**src/rtl/pipe_stage_skid.sv**
```systemverilog
// -----------------------------------------------------------------------------
// pipe_stage_skid
//   Generic pipeline stage register with a 2-entry skid buffer. Carries a data
//   bundle and a control bundle between stages (EX/MEM, MEM/WB, ...).
//   in_ready comes from registered state (plus flush only), so a downstream
//   stall never forms a combinational path back upstream.
//
// Handshake: a beat moves across an interface on a rising clk edge where
//   valid and ready are both 1 (acc on the input side, pop on the output side).
//   The producer may not assume acceptance until it sees ready=1 in that cycle.
//   Once out_valid=1, out_data/out_ctrl are held until the beat is popped.
//
// Ports
//   clk, rst      clock, synchronous active-high reset
//   flush         synchronous kill of all stored entries (bubble insert)
//   in_valid/in_ready/in_data/in_ctrl     upstream side
//   out_valid/out_ready/out_data/out_ctrl downstream side (head entry)
//   occupancy     number of held entries (0..2)
//   dbg_state     current FSM state (EMPTY=0, ONE=1, FULL=2)
// -----------------------------------------------------------------------------
module pipe_stage_skid #(
  parameter int unsigned DATA_W        = 69,
  parameter int unsigned CTRL_W        = 4,
  parameter bit          ZERO_DATA_BUB = 1'b0
) (
  input  logic              clk,
  input  logic              rst,
  input  logic              flush,
  input  logic              in_valid,
  output logic              in_ready,
  input  logic [DATA_W-1:0] in_data,
  input  logic [CTRL_W-1:0] in_ctrl,
  output logic              out_valid,
  input  logic              out_ready,
  output logic [DATA_W-1:0] out_data,
  output logic [CTRL_W-1:0] out_ctrl,
  output logic [1:0]        occupancy,
  output logic [1:0]        dbg_state
);

  typedef enum logic [1:0] {
    ST_EMPTY = 2'd0,
    ST_ONE   = 2'd1,
    ST_FULL  = 2'd2
  } state_e;

  state_e              state_q, state_d;
  logic [DATA_W-1:0]   main_data_q, main_data_d;
  logic [CTRL_W-1:0]   main_ctrl_q, main_ctrl_d;
  logic [DATA_W-1:0]   skid_data_q, skid_data_d;
  logic [CTRL_W-1:0]   skid_ctrl_q, skid_ctrl_d;

  logic main_valid;
  logic skid_valid;
  logic acc;
  logic pop;

  // Entry valids are implied by the state: main is valid in ONE/FULL,
  // skid only in FULL.
  assign main_valid = (state_q == ST_ONE) || (state_q == ST_FULL);
  assign skid_valid = (state_q == ST_FULL);

  assign in_ready  = ~skid_valid & ~flush;
  assign out_valid = main_valid;
  assign acc       = in_valid & in_ready;
  assign pop       = out_valid & out_ready;

  // Control is gated so downstream never sees a stale RegWrite/MemWrite.
  assign out_ctrl  = main_ctrl_q & {CTRL_W{main_valid}};
  assign out_data  = (ZERO_DATA_BUB && !main_valid) ? '0 : main_data_q;
  assign dbg_state = state_q;

  always_comb begin
    occupancy = 2'd0;
    case (state_q)
      ST_ONE:  occupancy = 2'd1;
      ST_FULL: occupancy = 2'd2;
      default: occupancy = 2'd0;
    endcase
  end

  always_ff @(posedge clk) begin
    if (rst) begin
      state_q     <= ST_EMPTY;
      main_data_q <= '0;
      main_ctrl_q <= '0;
      skid_data_q <= '0;
      skid_ctrl_q <= '0;
    end else begin
      state_q     <= state_d;
      main_data_q <= main_data_d;
      main_ctrl_q <= main_ctrl_d;
      skid_data_q <= skid_data_d;
      skid_ctrl_q <= skid_ctrl_d;
    end
  end

  always_comb begin
    state_d     = state_q;
    main_data_d = main_data_q;
    main_ctrl_d = main_ctrl_q;
    skid_data_d = skid_data_q;
    skid_ctrl_d = skid_ctrl_q;

    if (flush) begin
      // in_ready is 0 during flush, so nothing is accepted; any pop in this
      // cycle completes downstream and the stage simply forgets everything.
      state_d     = ST_EMPTY;
      skid_data_d = '0;
      skid_ctrl_d = '0;
    end else begin
      case (state_q)
        ST_EMPTY: begin
          if (acc) begin
            state_d     = ST_ONE;
            main_data_d = in_data;
            main_ctrl_d = in_ctrl;
          end
        end
        ST_ONE: begin
          if (acc && pop) begin
            main_data_d = in_data;
            main_ctrl_d = in_ctrl;
          end else if (acc) begin
            state_d     = ST_FULL;
            skid_data_d = in_data;
            skid_ctrl_d = in_ctrl;
          end else if (pop) begin
            state_d = ST_EMPTY;
          end
        end
        ST_FULL: begin
          if (pop) begin
            state_d     = ST_ONE;
            main_data_d = skid_data_q;
            main_ctrl_d = skid_ctrl_q;
            skid_data_d = '0;
            skid_ctrl_d = '0;
          end
        end
        default: state_d = ST_EMPTY;
      endcase
    end
  end

endmodule

```
**config.mk**
```make
export PLATFORM = sky130hd
export DESIGN_NAME = pipe_stage_skid
export DESIGN_NICKNAME = d
export VERILOG_FILES = /design/src/rtl/pipe_stage_skid.sv
export SDC_FILE = /design/constraint.sdc
export NUM_CORES = 1
export LEC_CHECK = 0
export ABC_AREA = 1
export CAP_MARGIN = 20
export CORE_ASPECT_RATIO = 1.4
export CORE_MARGIN = 1.5
export CORE_UTILIZATION = 54
export DETAILED_ROUTE_END_ITERATION = 8
export HOLD_SLACK_MARGIN = 0.05
export PLACE_DENSITY = 0.86
export SLEW_MARGIN = 10
export SYNTH_ARGS = -nofsm -noshare
export SYNTH_HDL_FRONTEND = slang
export SYNTH_SLANG_ARGS = --single-unit
```
**constraint.sdc**
```tcl
create_clock -name clk -period 5.76 [get_ports clk]
set_clock_uncertainty 0.2 [all_clocks]
set_input_delay 1.152 -clock clk [delete_from_list [all_inputs] [get_ports clk]]
set_output_delay 1.152 -clock clk [all_outputs]
set_load 0.01 [all_outputs]
```
==> key figures <==
Logic synthesis
  – Unique masters post-synth: 23
  – Post-synthesis simple-gate area fraction: 0.330
  – Synthesized Nets: 1082
  – Sequential element share of the synthesized area: 0.444
  – Synthesized flop and latch total: 148
  – Mux contribution to synthesized area: 0
  – Post-Synth Adder-Cell Area: 0.00938
  – Count of warnings emitted by yosys: 0
  – Compound-cell area share of the yosys netlist: 0.114
  – Post-Syn Instances: around 1000
  – Most frequently used flop master after synthesis: sky130_fd_sc_hd__dfxtp_1
  – Mean instance size in the synthesized netlist: 6.68 sq um
  – Netlist area before placement: around 0.0067 sq mm
  – Dominant combinational cell family by area after synthesis: simple AND/OR/NAND/NOR gates
  – Async set or reset register ratio after synthesis: 0
  – Number of synthesized flops with an enable pin: 0
  – Parity-gate share of the synthesized area counting xor and xnor cells: 0

Power and ir drop
  – Tot Pwr: 2740 uW
  – Largest vdd supply drop: 207 uV
  – Areal power density over the cells: around 310 mW/mm^2
  – Leakage power: 0.00363 uW

Floorplanning
  – Chip height: 135 microns
  – Number of top-level design ports: 157
  – Width of the chip: 97.0 microns
  – Floorplan core area: ~0.012 sq mm
  – Effective utilization at floorplan: 0.559
  – DIE AREA: 0.0130 sq mm
  – Std-Cell Rows: 47

Timing
  – Unrepaired setup endpoints after global routing: false
  – Setup violations, final: 0
  – Final worst-path cycle share: 0.640
  – Final hold violation count: 0
  – Minimum clock period: 3690 ps
  – Max Fclk: 0.271 GHz
  – Transition at the pin with the smallest max-transition slack: 1040 ps
  – Number of pins exceeding their max-slew limit in the final report: 0
  – Hold WS: approximately 260 ps
  – Sum Neg Setup Slack: 0 ps
  – Rel. slew slack: 0.304

Global route
  – Via count of the first global-routing pass: 5928
  – Number of antenna violations at the first check in global routing: 0
  – Pin count of the biggest net entering global routing: 77
  – First-pass GRT wire length: 28.0 mm
  – Global route total overflow: 0
  – Total track usage: 0.262

Clock tree
  – Clock sink count: 148
  – Count of H-tree levels built during CTS: 4
  – Count of instances resized after the clock tree is built: 0
  – Setup repair bufs after CTS: 0
  – Clock insertion delay at the later pin of the skew report: approximately 410 ps
  – Hold buffer count at cts: 0
  – Maximum clock insertion buffer count: 2
  – CTS buffer count: 17
  – Clock root buffer master: sky130_fd_sc_hd__clkbuf_16
  – Clock slew at reported path FFs: ~60 ps
  – Clock tree from TritonCTS: done

Final layout
  – P&R area growth vs syn: 31.2%
  – Nets@finish: between 1000 and 1500
  – Antenna Diode Count: 0
  – Finished Cell Area: 0.00875 sq mm
  – Commonest cells after routing, fill and taps aside: sky130_fd_sc_hd__nand2_1, sky130_fd_sc_hd__nor2_1, sky130_fd_sc_hd__clkdlybuf4s50_1, sky130_fd_sc_hd__dfxtp_1, sky130_fd_sc_hd__a21oi_1
  – Leading cell type in the layout, fill and taps excluded: sky130_fd_sc_hd__nand2_1
  – Layout cells sized above 1: 0.0469

Place
  – HPWL after detailed placement: 10.1 mm
  – Port Buffer Count: 156
  – Routability Congestion: 0.813
  – Total placed instance area: 0.00815 sq mm

Drt
  – Final antenna-violating net count: 0
  – Avg WL per Cell: roughly 13 microns
  – Iteration-0 DRC count of the detailed router: 402
  – Per-cell via count in the routed design: 5.18
  – DRC violation count after routing: 0
  – Aggregate routed wire length: roughly 17 mm
  – Count of TritonRoute iterations in the first routing pass: 8
  – Detailed-route via count: 6605

Critical path
  – Standard cell with the maximum stage delay on the critical path: sky130_fd_sc_hd__clkdlybuf4s50_1
  – R2R cell count: 8
  – Critical path peak fanout: 4
  – Delay of the slowest critical-path stage: 560 ps
  – CP most frequent cell: sky130_fd_sc_hd__clkdlybuf4s50_1
  – Reg-to-Reg Start: dbg_state[0]
  – Crit path arrival time: between 2000 and 2500 ps
  – Worst setup path category: primary input to primary output
  – Data required, critical path: 4410 ps
  – Kind of launch point of the worst setup path: primary input
  – Critical path cell sequence: clkdlybuf4s50_1, nor2_4, clkdlybuf4s50_1
  – Origin of the worst setup path: flush
  – Crit end category: primary output
  – R2r endpoint: skid_data_q[64]
  – Register-to-register setup slack: around 2600 ps
  – Kind of cell with the highest combined delay on the critical path: buffers and inverters
  – Sum of buffers and inverters on the critical path: 2

Job
  – Max Cap Violations: 0

Worst hold path
  – Path class of the lowest-slack min-delay path: register to register
  – Hold EP: skid_data_q[42]
  – Worst hold path cell count: 2
  – Startpoint of the worst hold path: skid_data_q[42]

Status
  – Outcome: finished clean
kinds of logic after synthesis:
kind of cell | after synthesis
flops | 148
compound gates | 149
simple gates | 546
fa+ha+maj | 5
buf+inv | 151
cells in the mapped netlist (2+ instances only):
cell                       count  share of area
sky130_fd_sc_hd__ha_1          5         0.0094
sky130_fd_sc_hd__nand3_1      76          0.057
sky130_fd_sc_hd__nand2_1     233           0.13
sky130_fd_sc_hd__buf_2        32          0.024
sky130_fd_sc_hd__clkbuf_1     11         0.0062
sky130_fd_sc_hd__nor2_4        2         0.0034
sky130_fd_sc_hd__inv_1        80          0.045
sky130_fd_sc_hd__nand3_2       2         0.0030
sky130_fd_sc_hd__buf_4         6         0.0067
sky130_fd_sc_hd__inv_2         4         0.0022
sky130_fd_sc_hd__buf_1        10         0.0056
sky130_fd_sc_hd__a21oi_1     146           0.11
sky130_fd_sc_hd__nand4_1       2         0.0019
sky130_fd_sc_hd__dfxtp_1     148           0.44
sky130_fd_sc_hd__buf_6         7          0.012
sky130_fd_sc_hd__nor2_1      227           0.13
sky130_fd_sc_hd__nand2_2       2         0.0019
how the worst max path moves through the flow:
| stage | end | cells after the start | slack [ps] |
|---|---|---|---|
| finish | in_ready | 3 | 2070 |
| global route | occupancy[1] | 3 | 2000 |
| CTS | in_ready | 3 | 2070 |
| detailed placement | in_ready | 3 | 2070 |
| global placement | skid_data_q[66] | 8 | 1790 |
| floorplan | in_ready | 1 | 3130 |
worst reg2reg max path: stages, from the launching register on:
cell,delay [ps]
sky130_fd_sc_hd__dfxtp_1,440
sky130_fd_sc_hd__inv_1,130
sky130_fd_sc_hd__ha_4,410
sky130_fd_sc_hd__nor2_4,240
sky130_fd_sc_hd__nand3_1,190
sky130_fd_sc_hd__nor2_4,510
sky130_fd_sc_hd__buf_4,590
sky130_fd_sc_hd__nand2_1,130
sky130_fd_sc_hd__a21oi_1,200
state kept, by name, indices dropped and copies added, names as in the netlist:
| register | flops |
|---|---|
| out_data | 69 |
| skid_data_q | 69 |
| main_ctrl_q | 4 |
| skid_ctrl_q | 4 |
| dbg_state | 2 |
through the flow:
step	utilization	setup WS, ps	instances
after floorplan	-	3130	999
after global placement	0.681	1790	1243
after detailed placement	0.683	2070	1244
after CTS	0.733	2070	1276
after global routing	0.733	2000	1276
final	0.733	2070	1276
metal layers:
| layer | share of wire | global-route usage | vias up |
|---|---|---|---|
| li1 | - | - | 3344 |
| met1 | 0.41 | 0.317 | 2969 |
| met2 | 0.51 | 0.467 | 268 |
| met3 | 0.061 | 0.0554 | 24 |
| met4 | 0.016 | 0.0805 | 0 |
| met5 | 0 | 0 | - |
layout make-up:
cell class	instances	area, sq um
Sequential cell	148	2960
Tap cell	147	184
Clock buffer	20	447
Clock inverter	12	156
Multi-Input combinational cell	700	3050
Timing Repair Buffer	165	1640
Fill cell	994	3180
Inverter	84	315
where the power goes:
| group | leakage, uW | switching (uW) | internal [uW] | total, uW |
|---|---|---|---|---|
| Combinational | 0.00214 | 282 | 229 | 510 |
| Sequential | 0.00120 | 31.9 | 1080 | 1110 |
| Clock | 0.000282 | 423 | 693 | 1120 |
Power figures use the tool's default switching activity.
